===== src/rtl/pll_lock_pkg.sv =====
// Shared types and constants for the PLL lock sequencer.
// Build option: PLL_LOCK_LOSS_CNT_EN adds the lock-loss event counter.
package pll_lock_pkg;

    typedef enum logic [1:0] {
        PLLRST    = 2'd0,
        WAIT_LOCK = 2'd1,
        STABLE    = 2'd2,
        RUN       = 2'd3
    } state_t;

    localparam int EVT_CNT_W = 8;

    // Event counters stick at all-ones rather than wrapping.
    function automatic logic [EVT_CNT_W-1:0] sat_inc(input logic [EVT_CNT_W-1:0] v);
        return (v == '1) ? v : v + 1'b1;
    endfunction

endpackage


===== src/rtl/lock_sync2.sv =====
// Two-flop synchroniser bringing the asynchronous PLL lock into the CLKI domain.
module lock_sync2 (
    input  logic clk,
    input  logic rst,
    input  logic d,
    output logic q
);

    logic meta;

    // meta feeds q directly; nothing may be placed between the two flops.
    always_ff @(posedge clk) begin
        if (rst) begin
            meta <= 1'b0;
            q    <= 1'b0;
        end else begin
            meta <= d;
            q    <= meta;
        end
    end

endmodule


===== src/rtl/pll_lock_sequencer.sv =====
// PLL reset sequencer and lock supervisor; releases SYS_RST after stable lock.
// Build option: define PLL_LOCK_LOSS_CNT_EN to add the LOSSES port and counter.
module pll_lock_sequencer
    import pll_lock_pkg::*;
#(
    parameter int PLL_RST_CYCLES      = 10,
    parameter int LOCK_TIMEOUT_CYCLES = 10000,
    parameter int STABLE_CYCLES       = 1000
) (
    input  logic                 CLKI,
    input  logic                 RST,
    input  logic                 LOCK,
    output logic                 PLL_RST,
    output logic                 SYS_RST,
    output logic                 READY,
    output logic [EVT_CNT_W-1:0] RETRIES,
`ifdef PLL_LOCK_LOSS_CNT_EN
    output logic [EVT_CNT_W-1:0] LOSSES,
`endif
    output state_t               STATE
);

    localparam int RST_W = $clog2(PLL_RST_CYCLES) + 1;
    localparam int TO_W  = $clog2(LOCK_TIMEOUT_CYCLES) + 1;
    localparam int STB_W = $clog2(STABLE_CYCLES) + 1;

    localparam logic [RST_W-1:0] RST_LAST = RST_W'(PLL_RST_CYCLES - 1);
    localparam logic [TO_W-1:0]  TO_LAST  = TO_W'(LOCK_TIMEOUT_CYCLES - 1);
    localparam logic [STB_W-1:0] STB_LAST = STB_W'(STABLE_CYCLES - 1);

    state_t           state, state_n;
    logic [RST_W-1:0] rst_cnt, rst_cnt_n;
    logic [TO_W-1:0]  to_cnt, to_cnt_n;
    logic [STB_W-1:0] stb_cnt, stb_cnt_n;
    logic             retry_inc;
    logic             lock_s;
`ifdef PLL_LOCK_LOSS_CNT_EN
    logic             loss_inc;
`endif

    lock_sync2 u_lock_sync (
        .clk (CLKI),
        .rst (RST),
        .d   (LOCK),
        .q   (lock_s)
    );

    assign STATE = state;

    // Each counter is only non-zero inside its own state, so defaulting to
    // zero clears it on entry to that state.
    always_comb begin
        state_n   = state;
        rst_cnt_n = '0;
        to_cnt_n  = '0;
        stb_cnt_n = '0;
        retry_inc = 1'b0;
`ifdef PLL_LOCK_LOSS_CNT_EN
        loss_inc  = 1'b0;
`endif
        case (state)
            PLLRST: begin
                if (rst_cnt == RST_LAST) state_n = WAIT_LOCK;
                else                     rst_cnt_n = rst_cnt + 1'b1;
            end
            WAIT_LOCK: begin
                // Lock takes priority over a timeout landing on the same edge.
                if (lock_s) begin
                    state_n = STABLE;
                end else if (to_cnt == TO_LAST) begin
                    state_n   = PLLRST;
                    retry_inc = 1'b1;
                end else begin
                    to_cnt_n = to_cnt + 1'b1;
                end
            end
            STABLE: begin
                if (!lock_s)                state_n = WAIT_LOCK;
                else if (stb_cnt == STB_LAST) state_n = RUN;
                else                        stb_cnt_n = stb_cnt + 1'b1;
            end
            RUN: begin
                if (!lock_s) begin
                    state_n = WAIT_LOCK;
`ifdef PLL_LOCK_LOSS_CNT_EN
                    loss_inc = 1'b1;
`endif
                end
            end
            default: state_n = PLLRST;
        endcase
    end

    // Outputs are decoded from the next state so they change on the same edge as STATE.
    always_ff @(posedge CLKI) begin
        if (RST) begin
            state   <= PLLRST;
            rst_cnt <= '0;
            to_cnt  <= '0;
            stb_cnt <= '0;
            PLL_RST <= 1'b1;
            SYS_RST <= 1'b1;
            READY   <= 1'b0;
            RETRIES <= '0;
        end else begin
            state   <= state_n;
            rst_cnt <= rst_cnt_n;
            to_cnt  <= to_cnt_n;
            stb_cnt <= stb_cnt_n;
            PLL_RST <= (state_n == PLLRST);
            SYS_RST <= (state_n != RUN);
            READY   <= (state_n == RUN);
            if (retry_inc) RETRIES <= sat_inc(RETRIES);
        end
    end

`ifdef PLL_LOCK_LOSS_CNT_EN
    always_ff @(posedge CLKI) begin
        if (RST)           LOSSES <= '0;
        else if (loss_inc) LOSSES <= sat_inc(LOSSES);
    end
`endif

endmodule


===== config.mk =====
export PLATFORM = sky130hd
export DESIGN_NAME = pll_lock_sequencer
export DESIGN_NICKNAME = d
export VERILOG_FILES = /design/src/rtl/pll_lock_pkg.sv /design/src/rtl/lock_sync2.sv /design/src/rtl/pll_lock_sequencer.sv
export SDC_FILE = /design/constraint.sdc
export NUM_CORES = 1
export LEC_CHECK = 0
export CAP_MARGIN = 20
export CORE_MARGIN = 1.5
export CORE_UTILIZATION = 54
export CTS_CLUSTER_DIAMETER = 200
export DETAILED_ROUTE_END_ITERATION = 6
export PLACE_DENSITY = 0.8
export SLEW_MARGIN = 20
export SYNTH_ARGS = -nofsm -noshare
export SYNTH_HDL_FRONTEND = slang
export SYNTH_HIERARCHICAL = 1
export SYNTH_SLANG_ARGS = --single-unit

===== constraint.sdc =====
create_clock -name CLKI -period 6.4 [get_ports CLKI]
set_clock_uncertainty 0.15 [all_clocks]
set_input_delay 1.28 -clock CLKI [delete_from_list [all_inputs] [get_ports CLKI]]
set_output_delay 1.28 -clock CLKI [all_outputs]
set_load 0.01 [all_outputs]

Yosys cells after proc, flatten, opt, wreduce, memory -nomap -nowiden:

Cells that the tools add are included.
W data, S select, Z words.

* register bits after elaboration: 46
* output and inout bits: 13

* add/sub/neg operators: 4
* eq/ne operators: 9
* mux-type cells: 10
* bitwise logic cells: 5
* reduce and logical (&&, ||, !) cells: 6

Operator list (count)
* $add A15 B1 Y15 const B: 1
* $eq A15 B14 Y1 const B: 1
* $mux W2: 6
* $add A11 B1 Y11 const B: 1
* $eq A11 B10 Y1 const B: 1
* $add A8 B1 Y8 const B: 1
* $eq A8 B8 Y1 const B: 1
* $pmux W2 S4: 1
* $reduce_or A4 Y1: 2
* $eq A2 B2 Y1 const B: 3
* $add A5 B1 Y5 const B: 1
* $eq A5 B4 Y1 const B: 1
* $not A1 Y1: 5
* $logic_not A2 Y1: 2
* $mux W1: 3
* $reduce_or A3 Y1: 1
* $eq A2 B1 Y1 const B: 1
* $ne A2 B2 Y1 const B: 1
* $reduce_and A2 Y1: 1

Depth between registers and ports, before layout:

* word-level depth: 5
* gate-level depth with buffers: 8
* depth with buffers taken out: 6

Hierarchy:

Netlist, hierarchy kept.

Modules (own cells, without submodules)
* pll_lock_sequencer: instances 1, cells an instance 212, area each 1903.1 um2, sequential area each 880.8 um2
* lock_sync2: instances 1, cells an instance 4, area each 52.6 um2, sequential area each 40.0 um2

Worst setup path after synthesis:

No wires, ideal clock.

* kind: in2reg
* start point: input RST
* end point: register stb_cnt[10]
* arrival: 2.388 ns
* slack: 3.797 ns
* cell stages on the path: 5
* buffers on the path: 1
* path through: inv_1 nand2_1 or4b_2 clkbuf_1 nor2_1

* word-level cells in the longest chain between the ends: 1

Ends and longest elaborated chain
* from (decl): line pll_lock_sequencer.sv:11 `input logic RST,`
* $reduce_or A4 Y1 (no line)
* to (signal assigned): line pll_lock_sequencer.sv:109 `stb_cnt <= stb_cnt_n;`
* to (decl): line pll_lock_sequencer.sv:34 `logic [STB_W-1:0] stb_cnt, stb_cnt_n;`

Every way passes these cells.
A chain may end at the register's enable or synchronous reset.

Worst setup path after layout:

* start point: input RST
* end point: register stb_cnt[7]

The elaborated chain is that of the path after synthesis.

==> results.md <==
* Largest net degree at the start of global routing at 17
* I/O Buffers at 15
* Final Max Slew Viols at 0
* Mean post-synth cell area at 9.05 um^2
* Num CTS Buffers at 5
* Final Cycle Share at 48.5%
* Resize count post-CTS at 0
* Min setup slack post-route at 3300 ps
* RD Place Congestion at 0.771
* Run status: complete, no violations
* Yosys Warn Count at 6
* Area leader, netlist: dfxtp_1
* Diode count at 0
* Initial antenna violation count at 0
* Synthesized instance count at 216
* Share of cells above drive strength 1 at 3.42%
* CTS tree: done
* Most common cell in the synthesized netlist: dfxtp_1
* CP Launch Type: primary input
* Leakage at 0.000704 uW
* Top_reg_cell synth: dfxtp_1
* Die area at 3990 um^2
* Routed len/inst at 12.4 um
* Number of synthesized flops with an enable pin at 0
* Total routed wirelength at 3460 um
* Final hold violations at 0
* I/O pins at 16
* CTS Buffer Depth at 2
* Core area at 3420 um^2
* Type of the worst setup path: in2reg
* Starting density of the core at 57.3%
* Vias in the first global route at 1442
* Post-synthesis sequential area ratio at 47.1%
* Die Wd at 63.2 um
* Setup TNS at 0 ps
* Slew @ Worst Pin at 533 ps
* Critical path data required time at 6540 ps
* Dpl ws at 2960 ps
* Peak supply drop at 0.138 mV
* Post-DRT Antenna Nets at 0
* Worst-Skew Late Latency at 360 ps
* Hold_buf cts at 0
* Setup Buffers After CTS at 0
* Crit path arrival time at 3240 ps
* Commonest cells in the netlist: dfxtp_1 (46), nor2_1 (33), nand2_1 (13), xnor2_1 (13), nand3_1 (12)
* Vias at 1552
* #FFs+latches synth at 46
* Clk sink count at 46
* Fin crit period at 3100 ps
* Placement Cell Area at 2140 um^2
* GR Overflow Total at 0
* Async set or reset register ratio after synthesis at 0%
* # nets final at 241
* Post-synth top area share at 47.1%
* Post-Syn Area at 1960 um^2
* PwrDens at 211 nW/um^2
* Placed wire-length estimate at 2390 um
* Initial DRT Pass Iterations at 4
* Layout area overhead at 13.3%
* RSZ-0062 raised after global routing: false
* Die Y at 63.2 um
* GR Util All Layers at 18.9%
* Final Setup Violations at 0
* H-tree depth at 2
* Dpl cells at 272
* Synthesized Nets at 224
* Non-Filler Instances at 280
* Max frequency at 322 MHz
* HP Class: reg2reg
* Crit path capture type: flip-flop
* Clock transition at the registers of the reported paths at 120 ps
* Worst slew margin at 64.4%
* Synth area leaders: dfxtp_1 (47%), nor2_1 (6.3%), xnor2_1 (5.8%)
* # rows at 21
* Clock root cell: clkbuf_4
* Max Cap Violations at 0
* 1st-iter DRT viols at 70
* Final instance area at 2220 um^2
* First-pass GRT wire length at 6120 um
* Post-synth cell types at 32
* Worst-path maximum fanout at 14
* Vias per std cell at 5.54
* Drc violations at 0
==> worst max-delay path: stages <==
cell	delay, ps
clkdlybuf4s50_1	660
inv_1	240
nand2_1	100
or4b_2	800
nor2_1	160
==> state kept, by name (all words and copies together) (netlist names) <==
| name | count |
|---|---|
| to_cnt | 15 |
| u_lock_sync/meta | 1 |
| STATE | 2 |
| READY | 1 |
| RETRIES | 8 |
| u_lock_sync/q | 1 |
| PLL_RST | 1 |
| stb_cnt | 11 |
| rst_cnt | 5 |
| SYS_RST | 1 |
==> final timing paths <==
path	from	end	slack [ps]	cells past startpoint
worst max-delay path	RST	stb_cnt[7]	3300	5
worst min-delay path	u_lock_sync/meta	u_lock_sync/q	310	1
worst max register to register	to_cnt[11]	READY	3710	4
worst min register to register	u_lock_sync/meta	u_lock_sync/q	310	1
==> kinds of logic (layout without fill, tap and decap cells) <==
logic type,Yosys count,after routing,synth area share (%)
buf+inv,14,32,2.88
xor+xnor,23,23,10.3
flops,46,46,47.1
fa+ha+maj,5,5,3.20
compound gates,21,21,6.78
simple gates,105,105,28.7
mux,2,2,1.09
==> cells in the final DEF (no fill, tap or decap), types with 8 or more instances in the layout <==
cell type,n
inv_1,9
or4_1,11
clkdlybuf4s50_1,15
xor2_1,10
nand2_1,13
xnor2_1,13
nand3_1,12
a21oi_1,8
nor2_1,33
dfxtp_1,46
==> report_power, final <==
part / total [uW] / leakage (uW) / internal, uW / switching (uW)
Combinational: 8.01 / 0.000293 / 3.63 / 4.37
Clock: 169 / 0.0000395 / 82.9 / 86.5
Sequential: 291 / 0.000371 / 289 / 1.93
==> metal layers <==
metal | part of all wire [%] | track usage, % | wire length (um)
met3 | 3.3 | 3.21 | 115
met4 | 1.5 | 8.15 | 53
met2 | 47 | 31.9 | 1610
met1 | 49 | 23.8 | 1680
met5 | 0 | 0 | 0
==> stage by stage <==
step / util (%) / power (uW) / hold slack [ps]
finish: 64.9 / 468 / 305
floorplan: - / 302 / 264
CTS: 64.9 / 472 / 310
detailed placement: 62.7 / 305 / 284
global route: 64.9 / 484 / 323
global placement: 62.7 / 304 / 267
==> final cells by class <==
type / instances / area (um^2)
Multi-Input combinational cell: 156 / 978
Fill cell: 287 / 1200
Inverter: 9 / 33.8
Clock buffer: 7 / 45.0
Clock inverter: 1 / 30.0
Sequential cell: 46 / 921
Timing Repair Buffer: 15 / 150
Tap cell: 46 / 57.6
(Power assumes the default switching activity.)
